==> src/rtl/overlay_draw_engine.sv <==
// Overlay draw engine: rasterises clear-band, glyph and rectangle-outline commands into
// one-pixel-per-cycle writes on a 2^L_W x 2^L_W overlay RAM.
module overlay_draw_engine #(
  parameter int unsigned A_W    = 8,
  parameter int unsigned L_W    = 8,
  parameter int unsigned C_W    = 3,
  parameter int unsigned FONT_H = 16
) (
  input  logic             sys_clk,
  input  logic             sys_rst,
  input  logic             i_cmd_valid,
  output logic             o_cmd_ready,
  input  logic [1:0]       i_cmd_op,
  input  logic [A_W-1:0]   i_ascii,
  input  logic [C_W-1:0]   i_color,
  input  logic [L_W-1:0]   i_ys,
  input  logic [L_W-1:0]   i_ye,
  input  logic [L_W-1:0]   i_x,
  input  logic [L_W-1:0]   i_y,
  input  logic [L_W-1:0]   i_x1,
  input  logic [L_W-1:0]   i_y1,
  input  logic [L_W-1:0]   i_x2,
  input  logic [L_W-1:0]   i_y2,
  output logic [A_W+3:0]   o_font_addr,
  input  logic [7:0]       i_font_data,
  output logic             o_wr_en,
  output logic [2*L_W-1:0] o_wr_addr,
  output logic [C_W-1:0]   o_wr_data,
  output logic             o_busy
);

  typedef enum logic [3:0] {
    StIdle, StClr, StChrFetch, StChrWait, StChrPix, StRTop, StRBot, StRLeft, StRRight
  } state_e;

  localparam logic [L_W:0] MaxCoord = {1'b0, {L_W{1'b1}}};
  localparam logic [L_W:0] One      = {{L_W{1'b0}}, 1'b1};
  localparam logic [3:0]   LastRow  = 4'(FONT_H - 1);

  state_e         state_q;
  // Counters carry one extra bit so the 255 end-of-line compare never wraps
  logic [L_W:0]   x_q, y_q, xa_q, ya_q, xb_q, yb_q;
  logic [A_W-1:0] ascii_q;
  logic [3:0]     row_q;
  logic [2:0]     col_q;
  logic [7:0]     glyph_q;

  logic           accept;
  logic [L_W-1:0] xmin, xmax, ymin, ymax;
  logic [L_W:0]   x_inc, y_inc;
  logic [2:0]     col_n;
  logic [7:0]     bits_n;
  logic [L_W:0]   chr_px, chr_py;
  logic           chr_on;
  logic [3:0]     row_inc;

  assign accept  = i_cmd_valid & o_cmd_ready;
  assign o_busy  = ~o_cmd_ready;
  assign xmin    = (i_x1 > i_x2) ? i_x2 : i_x1;
  assign xmax    = (i_x1 > i_x2) ? i_x1 : i_x2;
  assign ymin    = (i_y1 > i_y2) ? i_y2 : i_y1;
  assign ymax    = (i_y1 > i_y2) ? i_y1 : i_y2;
  assign x_inc   = x_q + One;
  assign y_inc   = y_q + One;
  assign row_inc = row_q + 4'd1;

  // Next glyph pixel: column 0 straight from the ROM in CHR_WAIT, later ones from the latch
  assign col_n  = (state_q == StChrPix) ? col_q + 3'd1 : 3'd0;
  assign bits_n = (state_q == StChrPix) ? glyph_q : i_font_data;
  assign chr_px = xa_q + {{(L_W-2){1'b0}}, col_n};
  assign chr_py = ya_q + {{(L_W-3){1'b0}}, row_q};
  assign chr_on = bits_n[3'd7 - col_n] && (chr_px <= MaxCoord) && (chr_py <= MaxCoord);

  always_ff @(posedge sys_clk) begin
    if (sys_rst) begin
      state_q     <= StIdle;
      o_cmd_ready <= 1'b1;
      o_wr_en     <= 1'b0;
      o_wr_addr   <= '0;
      o_wr_data   <= '0;
      o_font_addr <= '0;
      x_q         <= '0;
      y_q         <= '0;
      xa_q        <= '0;
      ya_q        <= '0;
      xb_q        <= '0;
      yb_q        <= '0;
      ascii_q     <= '0;
      row_q       <= '0;
      col_q       <= '0;
      glyph_q     <= '0;
    end else begin
      o_wr_en <= 1'b0;
      unique case (state_q)
        StIdle: begin
          if (accept) begin
            unique case (i_cmd_op)
              2'b00: begin
                if (i_ys <= i_ye) begin
                  state_q     <= StClr;
                  o_cmd_ready <= 1'b0;
                  x_q         <= '0;
                  y_q         <= {1'b0, i_ys};
                  yb_q        <= {1'b0, i_ye};
                  o_wr_en     <= 1'b1;
                  o_wr_addr   <= {i_ys, {L_W{1'b0}}};
                  o_wr_data   <= '0;
                end
              end
              2'b01: begin
                // Space and NUL render nothing, so they are swallowed here
                if (i_ascii != A_W'(8'h00) && i_ascii != A_W'(8'h20)) begin
                  state_q     <= StChrFetch;
                  o_cmd_ready <= 1'b0;
                  ascii_q     <= i_ascii;
                  xa_q        <= {1'b0, i_x};
                  ya_q        <= {1'b0, i_y};
                  row_q       <= '0;
                  o_font_addr <= {i_ascii, 4'd0};
                  o_wr_data   <= i_color;
                end
              end
              2'b10: begin
                if (|{i_x1, i_y1, i_x2, i_y2}) begin
                  state_q     <= StRTop;
                  o_cmd_ready <= 1'b0;
                  xa_q        <= {1'b0, xmin};
                  xb_q        <= {1'b0, xmax};
                  ya_q        <= {1'b0, ymin};
                  yb_q        <= {1'b0, ymax};
                  x_q         <= {1'b0, xmin};
                  y_q         <= {1'b0, ymin};
                  o_wr_en     <= 1'b1;
                  o_wr_addr   <= {ymin, xmin};
                  o_wr_data   <= i_color;
                end
              end
              default: ;
            endcase
          end
        end
        StClr: begin
          if (x_q == MaxCoord) begin
            if (y_q == yb_q) begin
              state_q     <= StIdle;
              o_cmd_ready <= 1'b1;
            end else begin
              x_q       <= '0;
              y_q       <= y_inc;
              o_wr_en   <= 1'b1;
              o_wr_addr <= {y_inc[L_W-1:0], {L_W{1'b0}}};
            end
          end else begin
            x_q       <= x_inc;
            o_wr_en   <= 1'b1;
            o_wr_addr <= {y_q[L_W-1:0], x_inc[L_W-1:0]};
          end
        end
        StChrFetch: state_q <= StChrWait;
        StChrWait: begin
          state_q   <= StChrPix;
          glyph_q   <= i_font_data;
          col_q     <= '0;
          o_wr_en   <= chr_on;
          o_wr_addr <= {chr_py[L_W-1:0], chr_px[L_W-1:0]};
        end
        StChrPix: begin
          if (col_q == 3'd7) begin
            if (row_q == LastRow) begin
              state_q     <= StIdle;
              o_cmd_ready <= 1'b1;
            end else begin
              state_q     <= StChrFetch;
              row_q       <= row_inc;
              o_font_addr <= {ascii_q, row_inc};
            end
          end else begin
            col_q     <= col_n;
            o_wr_en   <= chr_on;
            o_wr_addr <= {chr_py[L_W-1:0], chr_px[L_W-1:0]};
          end
        end
        StRTop: begin
          o_wr_en <= 1'b1;
          if (x_q == xb_q) begin
            state_q   <= StRBot;
            x_q       <= xa_q;
            y_q       <= yb_q;
            o_wr_addr <= {yb_q[L_W-1:0], xa_q[L_W-1:0]};
          end else begin
            x_q       <= x_inc;
            o_wr_addr <= {y_q[L_W-1:0], x_inc[L_W-1:0]};
          end
        end
        StRBot: begin
          o_wr_en <= 1'b1;
          if (x_q == xb_q) begin
            state_q   <= StRLeft;
            x_q       <= xa_q;
            y_q       <= ya_q;
            o_wr_addr <= {ya_q[L_W-1:0], xa_q[L_W-1:0]};
          end else begin
            x_q       <= x_inc;
            o_wr_addr <= {y_q[L_W-1:0], x_inc[L_W-1:0]};
          end
        end
        StRLeft: begin
          o_wr_en <= 1'b1;
          if (y_q == yb_q) begin
            state_q   <= StRRight;
            x_q       <= xb_q;
            y_q       <= ya_q;
            o_wr_addr <= {ya_q[L_W-1:0], xb_q[L_W-1:0]};
          end else begin
            y_q       <= y_inc;
            o_wr_addr <= {y_inc[L_W-1:0], x_q[L_W-1:0]};
          end
        end
        StRRight: begin
          if (y_q == yb_q) begin
            state_q     <= StIdle;
            o_cmd_ready <= 1'b1;
          end else begin
            y_q       <= y_inc;
            o_wr_en   <= 1'b1;
            o_wr_addr <= {y_inc[L_W-1:0], x_q[L_W-1:0]};
          end
        end
        default: begin
          state_q     <= StIdle;
          o_cmd_ready <= 1'b1;
        end
      endcase
    end
  end

endmodule

==> config.mk <==
export PLATFORM = sky130hd
export DESIGN_NAME = overlay_draw_engine
export DESIGN_NICKNAME = d
export VERILOG_FILES = /design/src/rtl/overlay_draw_engine.sv
export SDC_FILE = /design/constraint.sdc
export NUM_CORES = 1
export LEC_CHECK = 0
export BUFFER_PORTS_ARGS = -buffer_cell sky130_fd_sc_hd__buf_2
export CAP_MARGIN = 5
export CORE_MARGIN = 3
export CORE_UTILIZATION = 55
export CTS_CLUSTER_DIAMETER = 200
export DETAILED_ROUTE_END_ITERATION = 12
export PLACE_DENSITY = 0.77
export SKIP_CTS_REPAIR_TIMING = 1
export SLEW_MARGIN = 20
export SYNTH_ARGS = -nofsm -noshare
export SYNTH_HDL_FRONTEND = slang
export SYNTH_SLANG_ARGS = --single-unit
==> constraint.sdc <==
create_clock -name sys_clk -period 3.5 [get_ports sys_clk]
set_input_delay 0 -clock sys_clk [delete_from_list [all_inputs] [get_ports sys_clk]]
set_output_delay 0 -clock sys_clk [all_outputs]
set_load 0.02 [all_outputs]
==> results.cfg <==
[pwr]
ir_drop_mv = 0.299
power.density_mw_per_mm2 = 712
leakagePower_nw = 3.97
report.power.total_mw = 6.78

[sta]
slew_viol_final = 0
hold_ws_ns = -0.0292
fmax_mhz = 322
skew_ns = 0.0126
fin_ws_ns = 0.397
worstMarginPinSlew_ns = 0.780
rsz0062_at_grt = false
setup_violations = 0
final-hold-violation-count = 3
tns_ns = 0
period_needed_ns = 3.10
max_slew_margin = 0.478
finalCritPeriodShare = 0.887

[outcome]
violations = hold timing
outcome = finished with violations

[final_layout]
fin_util = 0.653
antenna_cells = 0
final_nets = 1329
drive_gt1_frac = 0.186
fin_area_sq_mm = 0.00953
instances_no_fill = 1385
n_fill_cell = 1292
area_growth_syn_to_layout_pct = 15.8

[logic_synthesis]
synth-edff-count = 0
synth_cells = 1074
yosysSeqAreaShare = 0.258
yosys.area.top_type = dfxtp_1
netlist_top_cells_count = nand2_1 (125), nor2_1 (109), dfxtp_1 (106)
yosysWarnings = 0
synth_flop_cell = dfxtp_1
ys_ff_latch = 106
synth_top_area_share = 0.258
ys_async_sr_fraction = 0
synthMostInstantiatedCell = nand2_1
yosys.cell_types.count = 98
syn_nets = 1207
synth.area.top_cells = dfxtp_1 (26%), ha_1 (6.5%), nand2_1 (5.7%)
avgSynthCellArea_sq_um = 7.66
synth_area_sq_mm = 0.00823

[critical_path]
worst_ep_arrival_time_ns = 3.34
rr_startpoint = col_q[0]
rr_worst_depth = 10
r2r-end = o_wr_en
endpoint_kind = register
crit_path_start = col_q[0]
crit_required_ns = 3.74
crit_fanout = 6
critical_path_class = register to register
cp-start-kind = register
ff2ff_setup_slack_ns = 0.40

[cts]
clock-sinks = 106
cts.clk_slew.worst_paths_ns = 0.08
insertion_delay_ns = 0.37
cts_tree = yes
clockBufferDepth = 2
h-tree-depth = 3
numCtsBuffers = 9
cts_root_buffer = clkbuf_16

[detailed_routing]
drc_errors = 0
via_count = 8815
wl_um = 27800
vias_per_cell = 6.36
wire_per_inst_um = 20.1
detail_route.iter0.violations = 1139
antenna_left = 0
first_pass_iters = 6

[floorplan]
dieArea_sq_mm = 0.0165
io_pins = 122
die_y_um = 128
die_w_um = 128
start_util = 0.564
core_sq_mm = 0.0146
row_count = 44

[placed_design]
place_congestion = 1.01
port_buffers = 121
dpl_cell_area_sq_mm = 0.00894
dp_slack_ns = 0.463
placed_cells = 1341
hpwlAfterDp_um = 20700

[grt]
grt_max_degree = 71
grt_antenna_before_repair = 0
grt_overflow = 0
grt_usage = 0.327
grt_pass1_wl_um = 42800
grt_pass1_vias = 7961

[worst_hold_path]
hold_end = ya_q[2]
hp-class = primary input to register
whs_path_depth = 3
hp-start = i_y[2]

[run]
cap_violations = 0
## cell usage in the layout, fill, tap and decap left out, types with 5 or more instances in the layout
| cell type | n |
|---|---|
| a211o_1 | 9 |
| a211oi_1 | 19 |
| a21o_1 | 6 |
| a21oi_1 | 83 |
| a221oi_1 | 13 |
| a22oi_1 | 13 |
| a311oi_1 | 15 |
| a31oi_1 | 13 |
| and3_1 | 7 |
| buf_2 | 120 |
| buf_4 | 36 |
| clkbuf_16 | 9 |
| dfxtp_1 | 106 |
| dlygate4sd3_1 | 28 |
| ha_1 | 42 |
| inv_1 | 48 |
| mux2_2 | 8 |
| mux2i_1 | 21 |
| nand2_1 | 125 |
| nand2b_1 | 10 |
| nand3_1 | 37 |
| nand3b_1 | 10 |
| nand4_1 | 14 |
| nor2_1 | 109 |
| nor2b_1 | 12 |
| nor3_1 | 26 |
| nor4_1 | 11 |
| o211ai_1 | 17 |
| o21a_1 | 6 |
| o21ai_0 | 45 |
| o22ai_1 | 19 |
| or2_2 | 6 |
| or3_1 | 5 |
| xnor2_1 | 14 |
| xor2_1 | 27 |
## worst max path at each step
stage | end | slack (ns)
6_report | o_wr_en | 0.40
5_1_grt | o_wr_en | 0.13
4_1_cts | o_wr_addr[6] | 0.44
3_5_place_dp | o_wr_addr[6] | 0.46
3_3_place_gp | o_wr_addr[6] | 0.53
2_1_floorplan | o_wr_addr[6] | 0.32
## critical path: stages (launching register included)
cell and delay, ns:
dfxtp_1 0.39, ha_1 0.42, and2_1 0.19, inv_1 0.06
fa_1 0.48, inv_1 0.09, a31oi_1 0.11, a2111oi_0 0.59
nor4_1 0.09, a2111oi_0 0.42, a211oi_1 0.13
## area by class of cell
class / instances / area (sq um) / area share
multi-input cells: 847 / 5530 / 0.581
flip-flops and latches: 106 / 2120 / 0.223
repair buffers: 184 / 1150 / 0.121
well taps: 184 / 230 / 0.0242
clock buffers: 9 / 225 / 0.0236
inverters: 48 / 180 / 0.0189
clock inverters: 7 / 83.8 / 0.00880
## power by group
part	total, mW	internal [mW]	switching (mW)
registers	1.83	1.50	0.326
clock network	1.09	0.571	0.519
logic	3.87	1.43	2.44
total	6.78	3.50	3.28
## state kept, by name (all words and copies together), names as in the netlist
name         count
col_q            3
glyph_q          8
y_q              9
o_wr_addr       16
ascii_q          8
o_wr_data        3
o_wr_en          1
o_font_addr     12
ya_q             8
xa_q             8
xb_q             8
o_cmd_ready      1
x_q              9
state_q          4
yb_q             8
## logic make-up after synthesis
logic type / synth area share
xor gates and xnor gates: 0.0436
AOI/OAI and AO/OA: 0.269
and+or+nand+nor: 0.244
DFF: 0.258
adders and majority gates: 0.0716
muxes: 0.0433
buffers and inverters: 0.0699
## layer usage
layer	GRT usage	vias up	wire length, um
met5	0	-	0
met4	0.149	0	1280
met3	0.0617	93	2180
met2	0.502	462	12600
met1	0.446	4082	11800
li1	-	4178	-
(Power assumes the default switching activity.)
